### config.mk
export PLATFORM = sky130hd
export DESIGN_NAME = serial_word_loader_flat
export DESIGN_NICKNAME = d
export VERILOG_FILES = /design/src/rtl/serial_word_loader_pkg.sv /design/src/rtl/serial_word_loader_if.sv /design/src/rtl/serial_word_loader_word_shifter.sv /design/src/rtl/serial_word_loader.sv /design/src/flat_wrapper.sv
export SDC_FILE = /design/constraint.sdc
export NUM_CORES = 1
export LEC_CHECK = 0
export BUFFER_PORTS_ARGS = -buffer_cell sky130_fd_sc_hd__buf_2
export CORE_UTILIZATION = 60
export CTS_BUF_LIST = sky130_fd_sc_hd__clkbuf_4
export CTS_CLUSTER_SIZE = 28
export DETAILED_ROUTE_END_ITERATION = 16
export PLACE_DENSITY = 0.82
export SLEW_MARGIN = 40
export SYNTH_ARGS = -nofsm -noshare
export SYNTH_HDL_FRONTEND = slang
export SYNTH_SLANG_ARGS = --single-unit
### constraint.sdc
create_clock -name clk -period 2.2 [get_ports clk]
set_input_delay 0.22 -clock clk [delete_from_list [all_inputs] [get_ports clk]]
set_output_delay 0.22 -clock clk [all_outputs]
set_load 0.01 [all_outputs]
### src/rtl/serial_word_loader_pkg.sv
// Shared definitions for the serial word loader: FSM state encoding and a
// helper that sizes the data-bit counter.
package serial_word_loader_pkg;

    typedef enum logic [1:0] {
        IDLE = 2'd0,
        DATA = 2'd1,
        PAR  = 2'd2,
        STOP = 2'd3
    } state_t;

    // Counter must index WIDTH-1 without wrapping; never narrower than one bit.
    function automatic int cnt_width(input int w);
        return (w < 2) ? 1 : $clog2(w);
    endfunction

endpackage

### src/rtl/serial_word_loader_if.sv
// Serial input / parallel bank-side output bundle of the serial word loader.
interface serial_word_loader_if #(
    parameter int WIDTH = 8
);
    logic             sIn;
    logic             sValid;
    logic [WIDTH-1:0] word;
    logic             loadN;
    logic             busy;
    logic             frameErr;

    modport master (
        output sIn, sValid,
        input  word, loadN, busy, frameErr
    );

    modport slave (
        input  sIn, sValid,
        output word, loadN, busy, frameErr
    );
endinterface

### src/rtl/serial_word_loader_word_shifter.sv
// Data shift register for the loader: bits enter at the MSB so the first
// (LSB-first) bit ends up in bit 0 after WIDTH shifts; tracks running XOR.
module word_shifter #(
    parameter int WIDTH = 8
) (
    input  logic             clk,
    input  logic             aReset,
    input  logic             clear,
    input  logic             shift_en,
    input  logic             din,
    output logic [WIDTH-1:0] data,
    output logic             parity
);

    logic [WIDTH-1:0] data_reg;
    logic             parity_reg;

    always_ff @(posedge clk or negedge aReset) begin
        if (!aReset) begin
            data_reg   <= '0;
            parity_reg <= 1'b0;
        end else if (clear) begin
            data_reg   <= '0;
            parity_reg <= 1'b0;
        end else if (shift_en) begin
            data_reg   <= {din, data_reg[WIDTH-1:1]};
            parity_reg <= parity_reg ^ din;
        end
    end

    assign data   = data_reg;
    assign parity = parity_reg;

endmodule

### src/rtl/serial_word_loader.sv
// Deserializes start/data/[parity]/stop frames into a word for the register
// bank and issues a one-cycle active-low load strobe or an error pulse.
module serial_word_loader
    import serial_word_loader_pkg::*;
#(
    parameter int WIDTH     = 8,
    parameter bit PARITY_EN = 1'b0
) (
    input  logic                  clk,
    input  logic                  aReset,
    input  logic                  reset,
    serial_word_loader_if.slave   bus
);

    localparam int             CW   = cnt_width(WIDTH);
    localparam logic [CW-1:0]  LAST = CW'(WIDTH - 1);

    state_t           state_reg;
    logic [CW-1:0]    count_reg;
    logic [WIDTH-1:0] word_reg;
    logic             load_n_reg;
    logic             busy_reg;
    logic             frame_err_reg;
    logic             par_err_reg;

    logic             start_sample;
    logic             shift_en;
    logic             shift_clear;
    logic [WIDTH-1:0] shift_data;
    logic             shift_parity;

    assign start_sample = bus.sValid && !bus.sIn && (state_reg == IDLE);
    assign shift_en     = bus.sValid && (state_reg == DATA);
    assign shift_clear  = !reset || start_sample;

    word_shifter #(
        .WIDTH (WIDTH)
    ) u_shifter (
        .clk      (clk),
        .aReset   (aReset),
        .clear    (shift_clear),
        .shift_en (shift_en),
        .din      (bus.sIn),
        .data     (shift_data),
        .parity   (shift_parity)
    );

    always_ff @(posedge clk or negedge aReset) begin
        if (!aReset) begin
            state_reg     <= IDLE;
            count_reg     <= '0;
            word_reg      <= '0;
            load_n_reg    <= 1'b1;
            busy_reg      <= 1'b0;
            frame_err_reg <= 1'b0;
            par_err_reg   <= 1'b0;
        end else if (!reset) begin
            state_reg     <= IDLE;
            count_reg     <= '0;
            word_reg      <= '0;
            load_n_reg    <= 1'b1;
            busy_reg      <= 1'b0;
            frame_err_reg <= 1'b0;
            par_err_reg   <= 1'b0;
        end else begin
            // Strobes default back to idle every edge, stalled or not.
            load_n_reg    <= 1'b1;
            frame_err_reg <= 1'b0;
            if (bus.sValid) begin
                case (state_reg)
                    IDLE: begin
                        if (!bus.sIn) begin
                            state_reg   <= DATA;
                            count_reg   <= '0;
                            busy_reg    <= 1'b1;
                            par_err_reg <= 1'b0;
                        end
                    end
                    DATA: begin
                        if (count_reg == LAST) begin
                            state_reg <= PARITY_EN ? PAR : STOP;
                        end else begin
                            count_reg <= count_reg + 1'b1;
                        end
                    end
                    PAR: begin
                        par_err_reg <= shift_parity ^ bus.sIn;
                        state_reg   <= STOP;
                    end
                    STOP: begin
                        state_reg <= IDLE;
                        busy_reg  <= 1'b0;
                        if (bus.sIn && !par_err_reg) begin
                            word_reg   <= shift_data;
                            load_n_reg <= 1'b0;
                        end else begin
                            frame_err_reg <= 1'b1;
                        end
                    end
                    default: state_reg <= IDLE;
                endcase
            end
        end
    end

    assign bus.word     = word_reg;
    assign bus.loadN    = load_n_reg;
    assign bus.busy     = busy_reg;
    assign bus.frameErr = frame_err_reg;

endmodule

### src/flat_wrapper.sv
// flat-port wrapper written by rule: the top's interface ports become plain ports
module serial_word_loader_flat import serial_word_loader_pkg::*;
#(
    parameter int WIDTH     = 8,
    parameter bit PARITY_EN = 1'b0
)
  (clk, aReset, reset, bus_sIn, bus_sValid, bus_word, bus_loadN, bus_busy, bus_frameErr);
  serial_word_loader_if #(.WIDTH(WIDTH)) bus_i ();
  input  logic clk;
  input  logic aReset;
  input  logic reset;
  input wire logic [$bits(bus_i.sIn)-1:0] bus_sIn;
  input wire logic [$bits(bus_i.sValid)-1:0] bus_sValid;
  output wire logic [$bits(bus_i.word)-1:0] bus_word;
  output wire logic [$bits(bus_i.loadN)-1:0] bus_loadN;
  output wire logic [$bits(bus_i.busy)-1:0] bus_busy;
  output wire logic [$bits(bus_i.frameErr)-1:0] bus_frameErr;
  assign bus_i.sIn = bus_sIn;
  assign bus_i.sValid = bus_sValid;
  assign bus_word = bus_i.word;
  assign bus_loadN = bus_i.loadN;
  assign bus_busy = bus_i.busy;
  assign bus_frameErr = bus_i.frameErr;
  serial_word_loader #(.WIDTH(WIDTH), .PARITY_EN(PARITY_EN)) u_core (.clk(clk), .aReset(aReset), .reset(reset), .bus(bus_i));
endmodule
==> results by group, run 1 <==
Status
  – Status: finished clean

Setup path
  – Crit path buffers/inverters: 1
  – Cell family with most CP delay: adder cells
  – Slowest stage delay, CP: a little under 0.5 ns
  – Worst path required time: 2.38 ns
  – Worst-path maximum fanout: 16
  – Setup crit start kind: register
  – CP most frequent cell: nand2_1
  – Slowest cell on crit path: ha_1
  – Crit path capture type: register
  – Crit-path cells: inv_1 > ha_1 > nand2_1 > nand2_1 > a21oi_1
  – Arrival time worst endpoint: 1.85 ns
  – Worst Setup Path Type: register to register

CTS
  – H-tree levels: 1
  – Worst skew pair latency: 0.31 ns
  – Clock sinks: 26
  – TritonCTS clock tree: yes
  – Clock transition at the registers of the reported paths: 0.13 ns
  – Root buffer cell: clkbuf_4
  – Post CTS Setup Buffer Count: 0
  – Total CTS buffers: 3
  – Clock Path Buffers: 2

Yosys
  – Yosys warns: 0
  – Main synth FF type: dfrtp_1
  – Average size of a mapped cell: 9.85 sq um
  – Synth unique cells: 26
  – Mux cell area share after synthesis: 0.102
  – Main area contributors after synthesis: dfrtp_1 (49%), mux2i_1 (10%), nand2_1 (7.6%)
  – Post-synthesis compound-gate area fraction: 0.0978
  – Net count after synthesis: around 140
  – Yosys top cell by area: dfrtp_1
  – Synth Area in XOR/XNOR: 0.0137
  – EDFF count, synth: 0
  – Share of the synthesized area in the top cell type: 0.489
  – Largest family of logic cells by synthesized area: simple AND/OR/NAND/NOR gates
  – Post-synthesis simple-gate area fraction: 0.152
  – Synth async-reset ratio: 1.00
  – Syn Inst Count: between 100 and 150
  – Post-Synth Adder-Cell Area: 0.0587
  – Synth Cell Area: 1280 sq um
  – Register area share after synthesis: 0.509
  – Synth Register Bits: 26

STA
  – Fmax: 0.599 GHz
  – Setup_tns: 0 ns
  – Slew @ Worst Pin: about 0.6 ns
  – Pins Over Slew Limit: 0
  – Final hold viol count: 0
  – Worst setup margin: 0.531 ns
  – Endpoints failing setup: 0
  – Max_slew headroom: 0.606
  – Minimum clock period: 1.67 ns
  – Hold Worst Slack: 0.205 ns
  – RSZ-0062 raised after global routing: false
  – Tcrit/Tclk final: 0.759
  – Worst clock skew: 0.00250 ns

Route
  – Routed metal-1 wire length: between 1 and 1.5 mm
  – Wire per inst: approximately 13 um
  – WL met3: 40 um
  – DR WL met2: 1.02 mm
  – DRC viols: 0
  – Post-DRT Antenna Nets: 0
  – Via count: about 900
  – 1st-iter DRT viols: 14
  – Pre-antenna DRT Iters: 4
  – Highest Signal Layer: met4
  – Vias per cell: ~5.3
  – Final WL: 2.13 mm

Power and ir drop
  – Sw Ratio: 0.259
  – Power Density: 588 nW/um^2
  – Total net switching power: 213 uW
  – Sequential power share: 0.606
  – Clock network power share: 0.262
  – Maximum vdd ir drop: 379 uV
  – Tot Pwr: 820 uW
  – Internal: 607 uW
  – Combinational power share: 0.133
  – Leak: 0.662 nW

Min path
  – Class of the worst hold path: primary input to register

Finish
  – Share of layout cells above drive strength 1: 0.161
  – Post-Layout Cell Count: 170
  – Area Growth Syn to Fin: 8.90%
  – Inserted Diodes: 0
  – # fillers: about 150
  – Final #Nets: 155

Floorplan
  – Row cnt: 16
  – Die area: approximately 2300 sq um
  – Initial Util: 0.646
  – Die width: approximately 48 um
  – Core Footprint: 1980 sq um
  – Num ports: 16
  – Die height: 48.2 um

Global route
  – First-pass GRT wire length: 3.43 mm
  – Initial antenna violation count: 0
  – Largest net degree at the start of global routing: 27
  – GRT Util Overall: 0.216
  – Number of global-route vias before repair: 774
  – Grt ovf: 0

Place
  – Pre-CTS setup slack: between 0.5 and 0.6 ns
  – Hpwl dp: around 1.5 mm
  – RD Place Congestion: 0.782
  – Placed Cells: 165
  – PortBufs: 15

Job
  – # Max-Cap Violations: 0
-- cells in the mapped netlist (2+ instances only) --
cell type	number
xor2_1	2
clkbuf_1	5
inv_1	12
o21ai_0	2
nand4_1	2
a21oi_1	10
nand3_1	12
mux2i_1	13
ha_1	6
dfrtp_1	25
nand2_1	26
-- cell families (layout without fill, tap and decap cells) --
logic type      Yosys count  count (layout)
compound gates           19              19
xor+xnor                  2               2
fa+ha+maj                 6               6
buf+inv                  20              33
flops                    26              26
mux                      13              13
simple gates             44              44
-- path summary, 6_finish.rpt --
check                      slack, ns           startpoint  depth (start not counted)                        to
max reg2reg                     0.53  u_core.state_reg[1]                          5  u_core.u_shifter.data[4]
min                             0.20              bus_sIn                          2       u_core.bus.frameErr
min reg2reg                     0.52   u_core.bus.word[2]                          2        u_core.bus.word[2]
max                             0.53  u_core.state_reg[1]                          5  u_core.u_shifter.data[4]
min in group asynchronous       0.42               aReset                          2       u_core.count_reg[2]
max in group asynchronous       1.42               aReset                          2          u_core.bus.loadN
-- power groups by stage --
stage / combinational (mW) / clock (mW) / sequential (mW)
CTS: 0.109 / 0.223 / 0.497
detailed placement: 0.107 / 0 / 0.506
floorplan: 0.0781 / 0 / 0.506
global route: 0.123 / 0.238 / 0.499
global placement: 0.105 / 0 / 0.505
finish: 0.109 / 0.215 / 0.497
-- worst register-to-register path, delay by kind of cell (launching register included) --
kind,cells,cell delay (ns)
and+or+nand+nor,2,0.46
adders and majority gates,1,0.49
AOI/OAI and AO/OA,1,0.07
DFF,1,0.44
buffers and inverters,1,0.09
-- repair_timing --
| action | CTS | global route |
|---|---|---|
| resized for setup | 0 | 0 |
| setup endpoints to repair | 0 | 0 |
| endpoints found under the hold margin | 25 | 0 |
| hold buffers | 1 | 0 |
-- layer usage --
layer / vias up / global-route usage
met1: 428 / 0.306
met4: 0 / 0.0667
met2: 13 / 0.341
met5: - / 0
met3: 2 / 0.0333
li1: 464 / -
-- stage by stage --
step,util,cell area [sq um]
floorplan,-,1280
global placement,0.683,1350
detailed placement,0.683,1350
CTS,0.703,1390
global route,0.703,1390
finish,0.703,1390
-- cells in the final DEF (no fill, tap or decap), drive strengths merged --
master and instances:
nand4 2, mux2i 13, a21oi 10, buf 15
or3 1, nand2 26, clkbuf 4, o21ai 3
o31ai 1, inv 13, nand3b 1, dfstp 1
a21boi 2, a21bo 1, dlygate4sd3 1, dfrtp 25
nand2b 1, ha 6, nand3 12, nor2 1
o211ai 1, a31oi 1, xor2 2
-- final cells by class --
class | count | area (sq um) | area share
Sequential cell | 26 | 652 | 0.468
Multi-Input combinational cell | 84 | 542 | 0.389
Timing Repair Buffer | 16 | 85.1 | 0.0610
Inverter | 13 | 51.3 | 0.0368
Tap cell | 27 | 33.8 | 0.0242
Clock buffer | 4 | 30.0 | 0.0215
Power figures use the tool's default switching activity.
==> run 2: changes to the inputs <==
ABC_AREA = 1   (was unset)
CORE_UTILIZATION = 54   (was 60)
PLACE_DENSITY = 0.78   (was 0.82)
clock period = 1.4 ns   (was 2.2 ns; I/O delays follow)
==> run 2 against run 1 <==
- synthesized area grew 5.9%
- combinational power grew to 4.6 times the previous value
- the flow now finishes with violations (negative setup slack)
- sequential share of layout area fell by 5.9 points
- clock power rose by 150%
- clock-buffer cell count is 1 lower
- via count rose by 28%
- highest routed layer unchanged
- clock skew barely moved
==> results by group, run 2 <==
Power and ir drop
  – Leak: 0.910 nW (+37%)
  – Sequential power share: 0.444 (-0.162)
  – Internal: 1.28 mW (+110%)
  – Total net switching power: 579 uW (+170%)
  – Power Density: 1170 nW/um^2 (+98%)
  – Maximum vdd ir drop: 900 uV (+140%)
  – Sw Ratio: 0.311 (+0.0521)
  – Clock network power share: 0.287 (+0.025)
  – Tot Pwr: 1.86 mW (+130%)
  – Combinational power share: 0.269 (+0.136)

Yosys
  – Synth Cell Area: 1360 sq um (+5.9%)
  – Register area share after synthesis: 0.481 (-0.0282)
  – Average size of a mapped cell: 8.16 sq um (-17%)
  – Synth Register Bits: 26 (unchanged)
  – Share of the synthesized area in the top cell type: 0.462 (-0.0271)
  – Main area contributors after synthesis: dfrtp_1 (46%), nand2_1 (14%), nand3_1 (9.2%)
  – Syn Inst Count: 166 (+28%)
  – Yosys warns: 0 (unchanged)
  – Main synth FF type: dfrtp_1
  – Net count after synthesis: 177 (+26%)
  – Most frequent cell after synthesis: nand2_1
  – Synth unique cells: 22 (-15%)
  – Synth top cells by count: nand2_1 (50), dfrtp_1 (25), nand3_1 (25), inv_1 (22)
  – Synth async-reset ratio: 1.00 (unchanged)
  – Yosys top cell by area: dfrtp_1
  – EDFF count, synth: 0 (unchanged)

Setup path
  – Crit path capture type: register
  – Reg2reg path depth: 8 (+3)
  – Setup crit start kind: register
  – RR Endpoint: u_core.state_reg[1]
  – Cell family with most CP delay: simple AND/OR/NAND/NOR gates
  – Crit-path cells: inv_1 > ha_4 > nand2_1 > nand2_2 > nand2_2 > nand2_1 > nand2_1 > nand2_1
  – Slowest cell on crit path: dfrtp_1
  – Reg2reg start: u_core.state_reg[1]
  – CP most frequent cell: nand2_1
  – Arrival time worst endpoint: 1.69 ns (-0.16 ns)
  – Worst-path maximum fanout: 6 (-10)
  – FF-to-FF setup slack: -0.0001 ns (-0.53 ns)
  – Crit path buffers/inverters: 1 (unchanged)
  – Worst path required time: 1.69 ns (-0.69 ns)
  – Slowest stage delay, CP: 0.43 ns (-0.06 ns)
  – Worst Setup Path Type: register to register

CTS
  – Root buffer cell: clkbuf_4
  – Clock Path Buffers: 2 (unchanged)
  – Total CTS buffers: 3 (unchanged)
  – Clock sinks: 26 (unchanged)
  – H-tree levels: 1 (unchanged)
  – TritonCTS clock tree: yes
  – Worst skew pair latency: 0.34 ns (+0.03 ns)
  – Clock transition at the registers of the reported paths: 0.15 ns (+0.02 ns)

Global route
  – First-pass GRT wire length: 4.55 mm (+33%)
  – Largest net degree at the start of global routing: 27 (unchanged)
  – Initial antenna violation count: 0 (unchanged)
  – GRT Util Overall: 0.233 (+0.0166)
  – Number of global-route vias before repair: 1057 (+37%)
  – Grt ovf: 0 (unchanged)

Min path
  – Hold_sp: reset
  – Class of the worst hold path: primary input to register
  – Hold depth: 3 (+1)
  – Worst-case hold path end point: u_core.bus.busy

Floorplan
  – Core Footprint: 2300 sq um (+16%)
  – Die area: 2710 sq um (+17%)
  – Row cnt: 17 (+1)
  – Initial Util: 0.590 (-0.0560)
  – Die width: 52.1 um (+8.1%)
  – Num ports: 16 (unchanged)
  – Die height: 52.1 um (+8.1%)

Route
  – Pre-antenna DRT Iters: 4 (unchanged)
  – Final WL: 2.86 mm (+35%)
  – Via count: 1160 (+28%)
  – 1st-iter DRT viols: 23 (+9)
  – Post-DRT Antenna Nets: 0 (unchanged)
  – DRC viols: 0 (unchanged)
  – Wire per inst: 13.0 um (+4.0%)
  – Vias per cell: 5.27 (-1.2%)

STA
  – Worst setup margin: -0.000131 ns (-0.531 ns)
  – Pins Over Slew Limit: 0 (unchanged)
  – Minimum clock period: 1.40 ns (-0.269 ns)
  – Tcrit/Tclk final: 1.00 (+0.241)
  – Final hold viol count: 0 (unchanged)
  – Worst clock skew: 0.00271 ns (+0.000211 ns)
  – Endpoints failing setup: 1 (+1)
  – Slew @ Worst Pin: 0.573 ns (-0.0136 ns)
  – Fmax: 0.714 GHz (+19%)
  – Max_slew headroom: 0.618 (+0.0117)
  – Setup_tns: -0.000131 ns (-0.000131 ns)

Finish
  – Commonest non-fill, non-tap cell in the layout: nand2_1
  – Post-Layout Cell Count: 220 (+29%)
  – Post-layout util: 0.694 (-0.00884)
  – Area Growth Syn to Fin: 17.7%
  – Share of layout cells above drive strength 1: 0.260 (+0.0996)
  – # fillers: 169 (+15%)
  – Commonest non-fill, non-tap cells in the layout: nand2_1 (49), nand3_1 (25), dfrtp_1 (25)
  – Final #Nets: 204 (+32%)
  – Inserted Diodes: 0 (unchanged)

Place
  – Hpwl dp: 1.84 mm (+19%)
  – Pre-CTS setup slack: 0.00444 ns (-0.562 ns)
  – PortBufs: 15 (unchanged)
  – RD Place Congestion: 0.833 (+6.5%)
  – Placed Cells: 207 (+25%)

Status
  – Status: finished with violations
  – Failing checks: negative setup slack

Job
  – # Max-Cap Violations: 0 (unchanged)
==> run 2: power groups by stage <==
stage / logic, mW / registers [mW] / clock network, mW
3_5_place_dp: 0.358 / 0.846 / 0
5_1_grt: 0.552 / 0.830 / 0.574
2_1_floorplan: 0.272 / 0.841 / 0
3_3_place_gp: 0.339 / 0.842 / 0
4_1_cts: 0.393 / 0.827 / 0.535
6_report: 0.500 / 0.825 / 0.534
==> run 2: what timing repair did <==
| action | in CTS | in global routing |
|---|---|---|
| pin swaps | 0 | 2 |
| endpoints found under the setup margin | 5 | 22 |
| setup buffers | 2 | 4 |
| endpoints found under the hold margin | 25 | 0 |
| hold buffers | 1 | 0 |
| cloned | 0 | 2 |
| gates resized for setup | 0 | 7 |
==> run 2: worst reg2reg max path, stage by stage, from the launching register on <==
cell and delay [ns]:
dfrtp_1 0.43, inv_1 0.16, ha_4 0.18, nand2_1 0.08, nand2_2 0.09, nand2_2 0.10, nand2_1 0.14, nand2_1 0.10
nand2_1 0.08
==> run 2: worst max-delay path by stage <==
stage	from	end	slack, ns	cells past startpoint
2_1_floorplan	u_core.state_reg[0]	u_core.state_reg[1]	0.17	8
3_3_place_gp	u_core.state_reg[0]	u_core.state_reg[1]	0.06	8
3_5_place_dp	u_core.state_reg[0]	u_core.state_reg[1]	0.004	8
4_1_cts	u_core.state_reg[0]	u_core.u_shifter.data[0]	0.01	8
5_1_grt	u_core.state_reg[0]	u_core.state_reg[1]	-0.07	8
6_report	u_core.state_reg[1]	u_core.state_reg[1]	-0.0001	8
==> run 2: layout make-up <==
class / instances / area [sq um] / area share
sequential: 26 / 652 / 0.409
clock inverter: 1 / 30.0 / 0.0188
multi-input combinational: 114 / 616 / 0.386
clock buffer: 3 / 22.5 / 0.0141
inverter: 24 / 95.1 / 0.0596
timing repair buffer: 24 / 145 / 0.0910
tap: 28 / 35.0 / 0.0220
==> run 2: cell families after synthesis <==
group	count (synthesis)	synth area share
AO/OA/AOI/OAI	9	0.0332
adder cells (fa/ha/maj)	6	0.0554
buffers and inverters	28	0.0960
flip-flops	26	0.481
AND/OR/NAND/NOR	97	0.334
==> run 2: routing by layer <==
metal	share of wire	vias up	wire length [um]	GRT usage
met3	0.031	7	90	0.0322
li1	-	572	-	-
met5	0	-	0	0
met2	0.48	30	1360	0.380
met1	0.46	551	1330	0.289
met4	0.027	0	77	0.140
==> run 2: stage by stage <==
stage                     instance area [sq um]  hold WS, ns
after global placement                     1450        0.160
after CTS                                  1520        0.145
after floorplan                            1360       -0.156
after global routing                       1600        0.147
final                                      1600        0.143
after detailed placement                   1450        0.167
